`src/rtl/deser_pkg.sv`:
```
`default_nettype none
// ============================================================================
//  Module      : deser_pkg
//  Description : Shared types and helpers for the serial_deser block.
//                deser_state_t : deserializer FSM state encoding.
//                deser_cnt_w() : bit-counter width for a given word width,
//                                $clog2(WIDTH+1).
//  Revision    : 1.0 - initial release
// ============================================================================
package deser_pkg;

    typedef enum logic [1:0] {
        IDLE  = 2'd0,
        SHIFT = 2'd1,
        PAR   = 2'd2
    } deser_state_t;

    // Counter width for a WIDTH-bit word.
    function automatic int deser_cnt_w(input int width);
        return $clog2(width + 1);
    endfunction

endpackage : deser_pkg
`default_nettype wire

```
`src/rtl/dff_arn.sv`:
```
`default_nettype none
// ============================================================================
//  Module      : dff_arn
//  Description : Single-bit rising-edge flop with asynchronous active-low
//                reset, matching the upstream master-slave flop stage.
//  Ports       : Clk   in  clock
//                Rst_n in  async active-low reset (clears Q)
//                D     in  data
//                Q     out registered data
//  Revision    : 1.0 - initial release
// ============================================================================
module dff_arn (
    input  logic Clk,
    input  logic Rst_n,
    input  logic D,
    output logic Q
);

    always_ff @(posedge Clk or negedge Rst_n) begin
        if (!Rst_n) begin
            Q <= 1'b0;
        end else begin
            Q <= D;
        end
    end

endmodule : dff_arn
`default_nettype wire

```
`src/rtl/serial_deser.sv`:
```
`default_nettype none
// ============================================================================
//  Module      : serial_deser
//  Description : Serial-to-parallel deserializer, LSB first. Completed words
//                are presented on a double-buffered output with Valid/Ready.
//                Shifting continues while a word waits to be consumed.
//  Config      : PARITY_EN - when defined, each frame carries one trailing
//                even-parity bit and the ParErr output is present.
//  Ports       : Clk     in  clock, rising edge
//                Rst_n   in  async active-low reset
//                D       in  serial data bit
//                DEn     in  D qualifier
//                Ready   in  consumer accepts Q on Valid&&Ready
//                Q       out last completed word (WIDTH bits)
//                Valid   out Q holds an unconsumed word
//                Overrun out one-cycle pulse: completed word dropped
//                ParErr  out parity mismatch for the word in Q (PARITY_EN)
//  Revision    : 1.0 - initial release
// ============================================================================
module serial_deser
    import deser_pkg::*;
#(
    parameter int WIDTH = 8
) (
    input  logic             Clk,
    input  logic             Rst_n,
    input  logic             D,
    input  logic             DEn,
    input  logic             Ready,
    output logic [WIDTH-1:0] Q,
    output logic             Valid,
    output logic             Overrun
`ifdef PARITY_EN
    ,
    output logic             ParErr
`endif
);

    localparam int CNT_W = deser_cnt_w(WIDTH);

    deser_state_t     state_q, state_d;
    logic [CNT_W-1:0] cnt_q, cnt_d;
    logic [WIDTH-1:0] shreg_q, shreg_d;
    logic [WIDTH-1:0] word_q, word_d;
    logic [WIDTH-1:0] shifted;
    logic [WIDTH-1:0] done_word;
    logic             done;
    logic             last_data;
    logic             valid_q, valid_d;
    logic             ovr_d;
`ifdef PARITY_EN
    logic             par_err_new;
    logic             par_q, par_d;
`else
    // Without a parity stage the oldest shift-register bit is never read.
    logic             unused_lsb;
    assign unused_lsb = shreg_q[0];
`endif

    assign shifted   = {D, shreg_q[WIDTH-1:1]};
    assign last_data = (cnt_q == CNT_W'(WIDTH - 1));

    // ---------------- FSM / datapath next state ----------------
    always_comb begin
        state_d   = state_q;
        cnt_d     = cnt_q;
        shreg_d   = shreg_q;
        done      = 1'b0;
        done_word = shifted;
`ifdef PARITY_EN
        par_err_new = 1'b0;
`endif
        if (DEn) begin
            case (state_q)
                IDLE, SHIFT: begin
                    shreg_d = shifted;
                    if (last_data) begin
                        cnt_d = '0;
`ifdef PARITY_EN
                        state_d = PAR;
`else
                        // Word completes on this edge, final bit included.
                        done    = 1'b1;
                        state_d = IDLE;
`endif
                    end else begin
                        cnt_d   = cnt_q + CNT_W'(1);
                        state_d = SHIFT;
                    end
                end
`ifdef PARITY_EN
                PAR: begin
                    // Parity bit is checked, not shifted into the word.
                    done        = 1'b1;
                    done_word   = shreg_q;
                    par_err_new = ^{shreg_q, D};
                    state_d     = IDLE;
                end
`endif
                default: state_d = IDLE;
            endcase
        end
    end

    // ---------------- output buffer / handshake ----------------
    always_comb begin
        word_d  = word_q;
        valid_d = valid_q;
        ovr_d   = 1'b0;
`ifdef PARITY_EN
        par_d   = par_q;
`endif
        if (done && (!valid_q || Ready)) begin
            // Free buffer, or the pending word is consumed on this same edge.
            word_d  = done_word;
            valid_d = 1'b1;
`ifdef PARITY_EN
            par_d   = par_err_new;
`endif
        end else if (done) begin
            // Buffer still held: the new word is dropped.
            ovr_d = 1'b1;
        end else if (valid_q && Ready) begin
            valid_d = 1'b0;
        end
    end

    always_ff @(posedge Clk or negedge Rst_n) begin
        if (!Rst_n) begin
            state_q <= IDLE;
            cnt_q   <= '0;
            shreg_q <= '0;
            word_q  <= '0;
`ifdef PARITY_EN
            par_q   <= 1'b0;
`endif
        end else begin
            state_q <= state_d;
            cnt_q   <= cnt_d;
            shreg_q <= shreg_d;
            word_q  <= word_d;
`ifdef PARITY_EN
            par_q   <= par_d;
`endif
        end
    end

    dff_arn u_valid_ff (
        .Clk   (Clk),
        .Rst_n (Rst_n),
        .D     (valid_d),
        .Q     (valid_q)
    );

    dff_arn u_ovr_ff (
        .Clk   (Clk),
        .Rst_n (Rst_n),
        .D     (ovr_d),
        .Q     (Overrun)
    );

    assign Q     = word_q;
    assign Valid = valid_q;
`ifdef PARITY_EN
    assign ParErr = par_q;
`endif

endmodule : serial_deser
`default_nettype wire

```
`config.mk`:
```
export PLATFORM = sky130hd
export DESIGN_NAME = serial_deser
export DESIGN_NICKNAME = d
export VERILOG_FILES = /design/src/rtl/deser_pkg.sv /design/src/rtl/dff_arn.sv /design/src/rtl/serial_deser.sv
export SDC_FILE = /design/constraint.sdc
export NUM_CORES = 1
export LEC_CHECK = 0
export CORE_MARGIN = 5
export CORE_UTILIZATION = 49
export DETAILED_ROUTE_END_ITERATION = 10
export PLACE_DENSITY = 0.74
export SETUP_SLACK_MARGIN = 0.15
export SYNTH_ARGS = -nofsm -noshare
export SYNTH_HDL_FRONTEND = slang
export SYNTH_HIERARCHICAL = 1
export SYNTH_SLANG_ARGS = --single-unit
```
`constraint.sdc`:
```
create_clock -name Clk -period 1.9 [get_ports Clk]
set_input_delay 0.19 -clock Clk [delete_from_list [all_inputs] [get_ports Clk]]
set_output_delay 0.19 -clock Clk [all_outputs]
set_load 0.01 [all_outputs]
```
# Word-level counts from Yosys, hierarchy flattened
# Cells that the tools add are included.
# classes
add_sub_neg,1
eq_ne,3
muxes,11
reduce_logical,9
# ops
cell,count
$mux W1,9
$add A4 B1 Y4 const B,1
$eq A4 B3 Y1 const B,1
$mux W4,1
$reduce_and A2 Y1,2
$eq A2 B1 Y1 const B,1
$logic_and A1 B1 Y1,2
$logic_not A2 Y1,1
$mux W2,1
$ne A2 B1 Y1 const B,1
$reduce_bool A2 Y1,1
$reduce_or A2 Y1,1
$logic_not A1 Y1,1
$logic_or A1 B1 Y1,1
# word_totals
reg_bits,24
input_bits,5
output_inout_bits,10
word_cells,30

# Depth between registers and ports, before layout
# depth
word_depth,7
mapped_depth,5
ltp_nobuf,4

# Cells and area by module
# Netlist, hierarchy kept.
# by_module_without_submodules
mod,n_inst,cells_per_inst,area_per_inst_um2,seq_area_each_um2
serial_deser,1,52,803.3,475.5
dff_arn,2,1,25.0,25.0

# Worst setup path before layout
# OpenSTA, ideal clock, no wires.
# synth_timing
path_kind,reg2reg
start,reg cnt_q[0]
end,"reg, netlist name Q[0]"
setup_ps,125
t_arrival_ps,1270
t_required_ps,1775
setup_slack_ps,504
stages_incl_launch_ff,6
n_path_buf,1
period_less_slack_ps,1396
path_cell_list,dfrtp_1 > ha_1 > nand4b_2 > nor2b_2 > buf_6 > mux2_4
# synth_rtl
item,line_no,rtl
from (decl),serial_deser.sv:42,"logic [CNT_W-1:0] cnt_q, cnt_d;"
from (signal assigned),serial_deser.sv:139,cnt_q <= cnt_d;

==> impl_metrics.prom <==
# TYPE chip_impl_metric gauge
chip_impl_metric{name="timing_max_transition_violations_final",unit=""} 0
chip_impl_metric{name="fin_setup_tns",unit="ps"} 0
chip_impl_metric{name="areaGrowthSynthToFinish",unit="%"} 22.9
chip_impl_metric{name="netlist-cell-type-count",unit=""} 18
chip_impl_metric{name="grt_max_degree",unit=""} 22
chip_impl_metric{name="synth.avg_cell_area",unit="um^2"} 15.8
chip_impl_metric{name="synth_area",unit="um^2"} 853
chip_impl_metric{name="max_cap_viol_count",unit=""} 0
chip_impl_metric{name="postSynthCellCount",unit=""} 54
chip_impl_metric{name="remaining_drc_errors",unit=""} 0
chip_impl_info{name="setup.worst_path.end_class",value="register"} 1
chip_impl_metric{name="worst_slew_pin_slew",unit="ps"} 257
chip_impl_metric{name="dieArea",unit="um^2"} 2680
chip_impl_metric{name="grt_usage",unit=""} 0.116
chip_impl_metric{name="detailroute.via_count",unit=""} 458
chip_impl_metric{name="grt_antenna_before_repair",unit=""} 0
chip_impl_info{name="cts_root_buf",value="clkbuf_4"} 1
chip_impl_metric{name="fin_skew",unit="ps"} 6.37
chip_impl_metric{name="max_freq",unit="GHz"} 0.653
chip_impl_metric{name="critical_path_buf_inv_count",unit=""} 1
chip_impl_info{name="commonest_non_fill_non_tap_cells_in_the_layout",value="21 x dfrtp_1, 14 x clkdlybuf4s50_1, 8 x mux2_2, 8 x mux2_4"} 1
chip_impl_metric{name="worst_slew_margin_rel",unit=""} 0.829
chip_impl_metric{name="ioPinCount",unit=""} 15
chip_impl_metric{name="clock_latency",unit="ps"} 300
chip_impl_metric{name="p_leak",unit="nW"} 0.484
chip_impl_info{name="rr_startpoint",value="cnt_q[0]$_DFFE_PN0P_"} 1
chip_impl_info{name="worst_setup_path_start_kind",value="register"} 1
chip_impl_info{name="crit_slowest_cell",value="dfrtp_1"} 1
chip_impl_info{name="critical_path_class",value="register to register"} 1
chip_impl_metric{name="p_clk_frac",unit=""} 0.146
chip_impl_info{name="layout.cells.most_common",value="dfrtp_1"} 1
chip_impl_metric{name="combPwrFrac",unit=""} 0.360
chip_impl_metric{name="synth.yosys.seq_area_share",unit=""} 0.616
chip_impl_metric{name="insertedDiodeCount",unit=""} 0
chip_impl_info{name="run_status",value="completed"} 1
chip_impl_metric{name="die_w",unit="um"} 51.7
chip_impl_metric{name="drive_above_1_share",unit=""} 0.342
chip_impl_metric{name="finalNetCount",unit=""} 80
chip_impl_metric{name="min_period_over_period",unit=""} 0.806
chip_impl_metric{name="firstDrtPassIters",unit=""} 1
chip_impl_info{name="hold_class",value="primary input to asynchronous set/reset pin"} 1
chip_impl_metric{name="postCtsSetupRepairBufs",unit=""} 0
chip_impl_info{name="synth_top_cells_by_area",value="dfrtp_1 62%, mux2_4 14%, mux2_2 11%"} 1
chip_impl_info{name="rsz0062_at_grt",value="no"} 1
chip_impl_metric{name="grt.overflow.total",unit=""} 0
chip_impl_metric{name="post_cts.resized_instances",unit=""} 0
chip_impl_metric{name="postLayoutCellArea",unit="um^2"} 1050
chip_impl_metric{name="cts-hold-fix-buffers",unit=""} 0
chip_impl_metric{name="crit_path_max_fanout",unit=""} 8
chip_impl_metric{name="finalHoldViolations",unit=""} 0
chip_impl_metric{name="postRouteWirelength",unit="um"} 1240
chip_impl_metric{name="synth-seq-cells",unit=""} 21
chip_impl_metric{name="port_buffers",unit=""} 14
chip_impl_metric{name="initial_core_util",unit=""} 0.505
chip_impl_metric{name="grt_pass1_wl",unit="um"} 2210
chip_impl_metric{name="setup-violations-final",unit=""} 0
chip_impl_metric{name="synth.net_count",unit=""} 60
chip_impl_metric{name="pre_cts_ws",unit="ps"} 319
chip_impl_metric{name="post-route-worst-setup-slack",unit="ps"} 369
chip_impl_metric{name="clk_pin_slew",unit="ps"} 120
chip_impl_metric{name="power.internal",unit="W"} 0.00104
chip_impl_metric{name="reg2reg_setup_slack",unit="ps"} 370
chip_impl_metric{name="h-tree-depth",unit=""} 1
chip_impl_metric{name="timing.critical_path.slowest_cell_delay",unit="ps"} 400
chip_impl_metric{name="power_switching",unit="W"} 0.000411
chip_impl_metric{name="cp.required",unit="ps"} 2090
chip_impl_metric{name="gp_congestion",unit=""} 0.658
chip_impl_metric{name="clkSinkCount",unit=""} 21
chip_impl_metric{name="grt_pass1_vias",unit=""} 487
chip_impl_metric{name="cts-root-to-sink-buffers",unit=""} 2
chip_impl_info{name="timing.critical_path.cells",value="ha_1 > nand4b_2 > nor2b_2 > buf_4 > mux2_4"} 1
chip_impl_metric{name="power_density",unit="nW/um^2"} 1390
chip_impl_metric{name="drtIter0Drc",unit=""} 0
chip_impl_metric{name="final_period_minus_worst_setup_slack",unit="ps"} 1530
chip_impl_metric{name="p_sw_frac",unit=""} 0.282
chip_impl_metric{name="ant_nets",unit=""} 0
chip_impl_metric{name="r2r.worst_path.cells",unit=""} 5
chip_impl_metric{name="worst-path-stages",unit=""} 5
chip_impl_metric{name="fill_cell_instance_count_of_the_final_layout",unit=""} 143
chip_impl_metric{name="die_h",unit="um"} 51.7
chip_impl_info{name="timing.rr.end",value="Q[6]$_DFFE_PN0P_"} 1
chip_impl_metric{name="numCtsBuffers",unit=""} 3
chip_impl_metric{name="placedInstanceArea",unit="um^2"} 1020
chip_impl_metric{name="floorplan.core_area",unit="um^2"} 1690
chip_impl_metric{name="yosysTopAreaCellShare",unit=""} 0.616
chip_impl_metric{name="post_drt_wl_per_cell",unit="um"} 13.8
chip_impl_info{name="post-synth-top-area-cell",value="dfrtp_1"} 1
chip_impl_info{name="worst_path_dominant_cell_family",value="flip-flops"} 1
chip_impl_metric{name="ir_drop",unit="mV"} 0.674
chip_impl_metric{name="fp-row-count",unit=""} 15
chip_impl_metric{name="ys_warn_count",unit=""} 6
chip_impl_metric{name="arrival",unit="ps"} 1730
chip_impl_metric{name="dpl.hpwl",unit="um"} 903
chip_impl_info{name="tritoncts_clock_tree",value="built"} 1
chip_impl_metric{name="avgViaCountPerCell",unit=""} 5.09
chip_impl_metric{name="power_frac_seq",unit=""} 0.494
==> power groups by stage <==
stage / combinational (W) / sequential, W / clock [W]
after floorplan: 0.000269 / 0.000750 / 0
after detailed placement: 0.000534 / 0.000731 / 0
after CTS: 0.000535 / 0.000722 / 0.000220
after global routing: 0.000567 / 0.000751 / 0.000241
final: 0.000524 / 0.000719 / 0.000212
after global placement: 0.000524 / 0.000727 / 0
==> synth_stat cells (all sizes together) <==
| cell | count |
|---|---|
| ha | 1 |
| nor2b | 1 |
| o21ai | 1 |
| nor3 | 1 |
| o211ai | 1 |
| a21o | 1 |
| xnor2 | 1 |
| nand2b | 1 |
| buf | 2 |
| inv | 1 |
| nor2 | 1 |
| dfrtp | 21 |
| nand4 | 1 |
| nand2 | 3 |
| mux2 | 16 |
| nand4b | 1 |
==> how the worst max path moves through the flow <==
stage	from	endpoint	slack [ps]
after floorplan	cnt_q[0]$_DFFE_PN0P_	Q[0]$_DFFE_PN0P_	500
after global placement	DEn	Q[2]$_DFFE_PN0P_	330
after detailed placement	DEn	Q[3]$_DFFE_PN0P_	320
after CTS	cnt_q[0]$_DFFE_PN0P_	Q[6]$_DFFE_PN0P_	350
after global routing	cnt_q[0]$_DFFE_PN0P_	Q[2]$_DFFE_PN0P_	250
final	cnt_q[0]$_DFFE_PN0P_	Q[6]$_DFFE_PN0P_	370
==> final cells by class <==
type,instances,area [um^2],share of cell area
clock buffers,3,22.5,0.0215
clock inverters,1,5.00,0.00477
inverters,1,3.75,0.00358
multi-input cells,30,308,0.294
flip-flops and latches,21,526,0.501
well taps,17,21.3,0.0203
repair buffers,17,163,0.155
==> state kept, by name (all words and copies together) (netlist names) <==
signal        count
u_ovr_ff/Q        1
cnt_q             4
shreg_q           7
Q                 8
u_valid_ff/Q      1
==> cells by family (layout without fill, tap and decap cells) <==
| family | after synthesis | count (layout) | share of synthesized area |
|---|---|---|---|
| mux | 16 | 16 | 0.246 |
| simple gates | 9 | 9 | 0.0660 |
| flops | 21 | 21 | 0.616 |
| buf+inv | 3 | 22 | 0.0234 |
| fa+ha+maj | 1 | 1 | 0.0147 |
| compound gates | 3 | 3 | 0.0235 |
| xor+xnor | 1 | 1 | 0.0103 |
==> layer usage <==
metal  wire [um]  part of all wire  global-route usage  up-vias
li1            -                 -                   -      226
met1         582              0.47               0.146      220
met2         580              0.47               0.174       10
met3          60             0.048              0.0372        2
met4          15             0.012              0.0655        0
met5           0                 0                   0        -
==> through the flow <==
step	utilization	std cells	total power, W	hold WS [ps]
6_report	0.621	90	0.00146	214
5_1_grt	0.621	90	0.00156	225
4_1_cts	0.621	90	0.00148	218
3_5_place_dp	0.604	86	0.00127	492
3_3_place_gp	0.604	86	0.00125	488
2_1_floorplan	-	54	0.00102	-106
==> worst register-to-register path: stages, from the launching register on <==
cell,delay [ps]
dfrtp_1,400
ha_1,250
nand4b_2,160
nor2b_2,120
buf_4,190
mux2_4,310
Power figures use the tool's default switching activity.
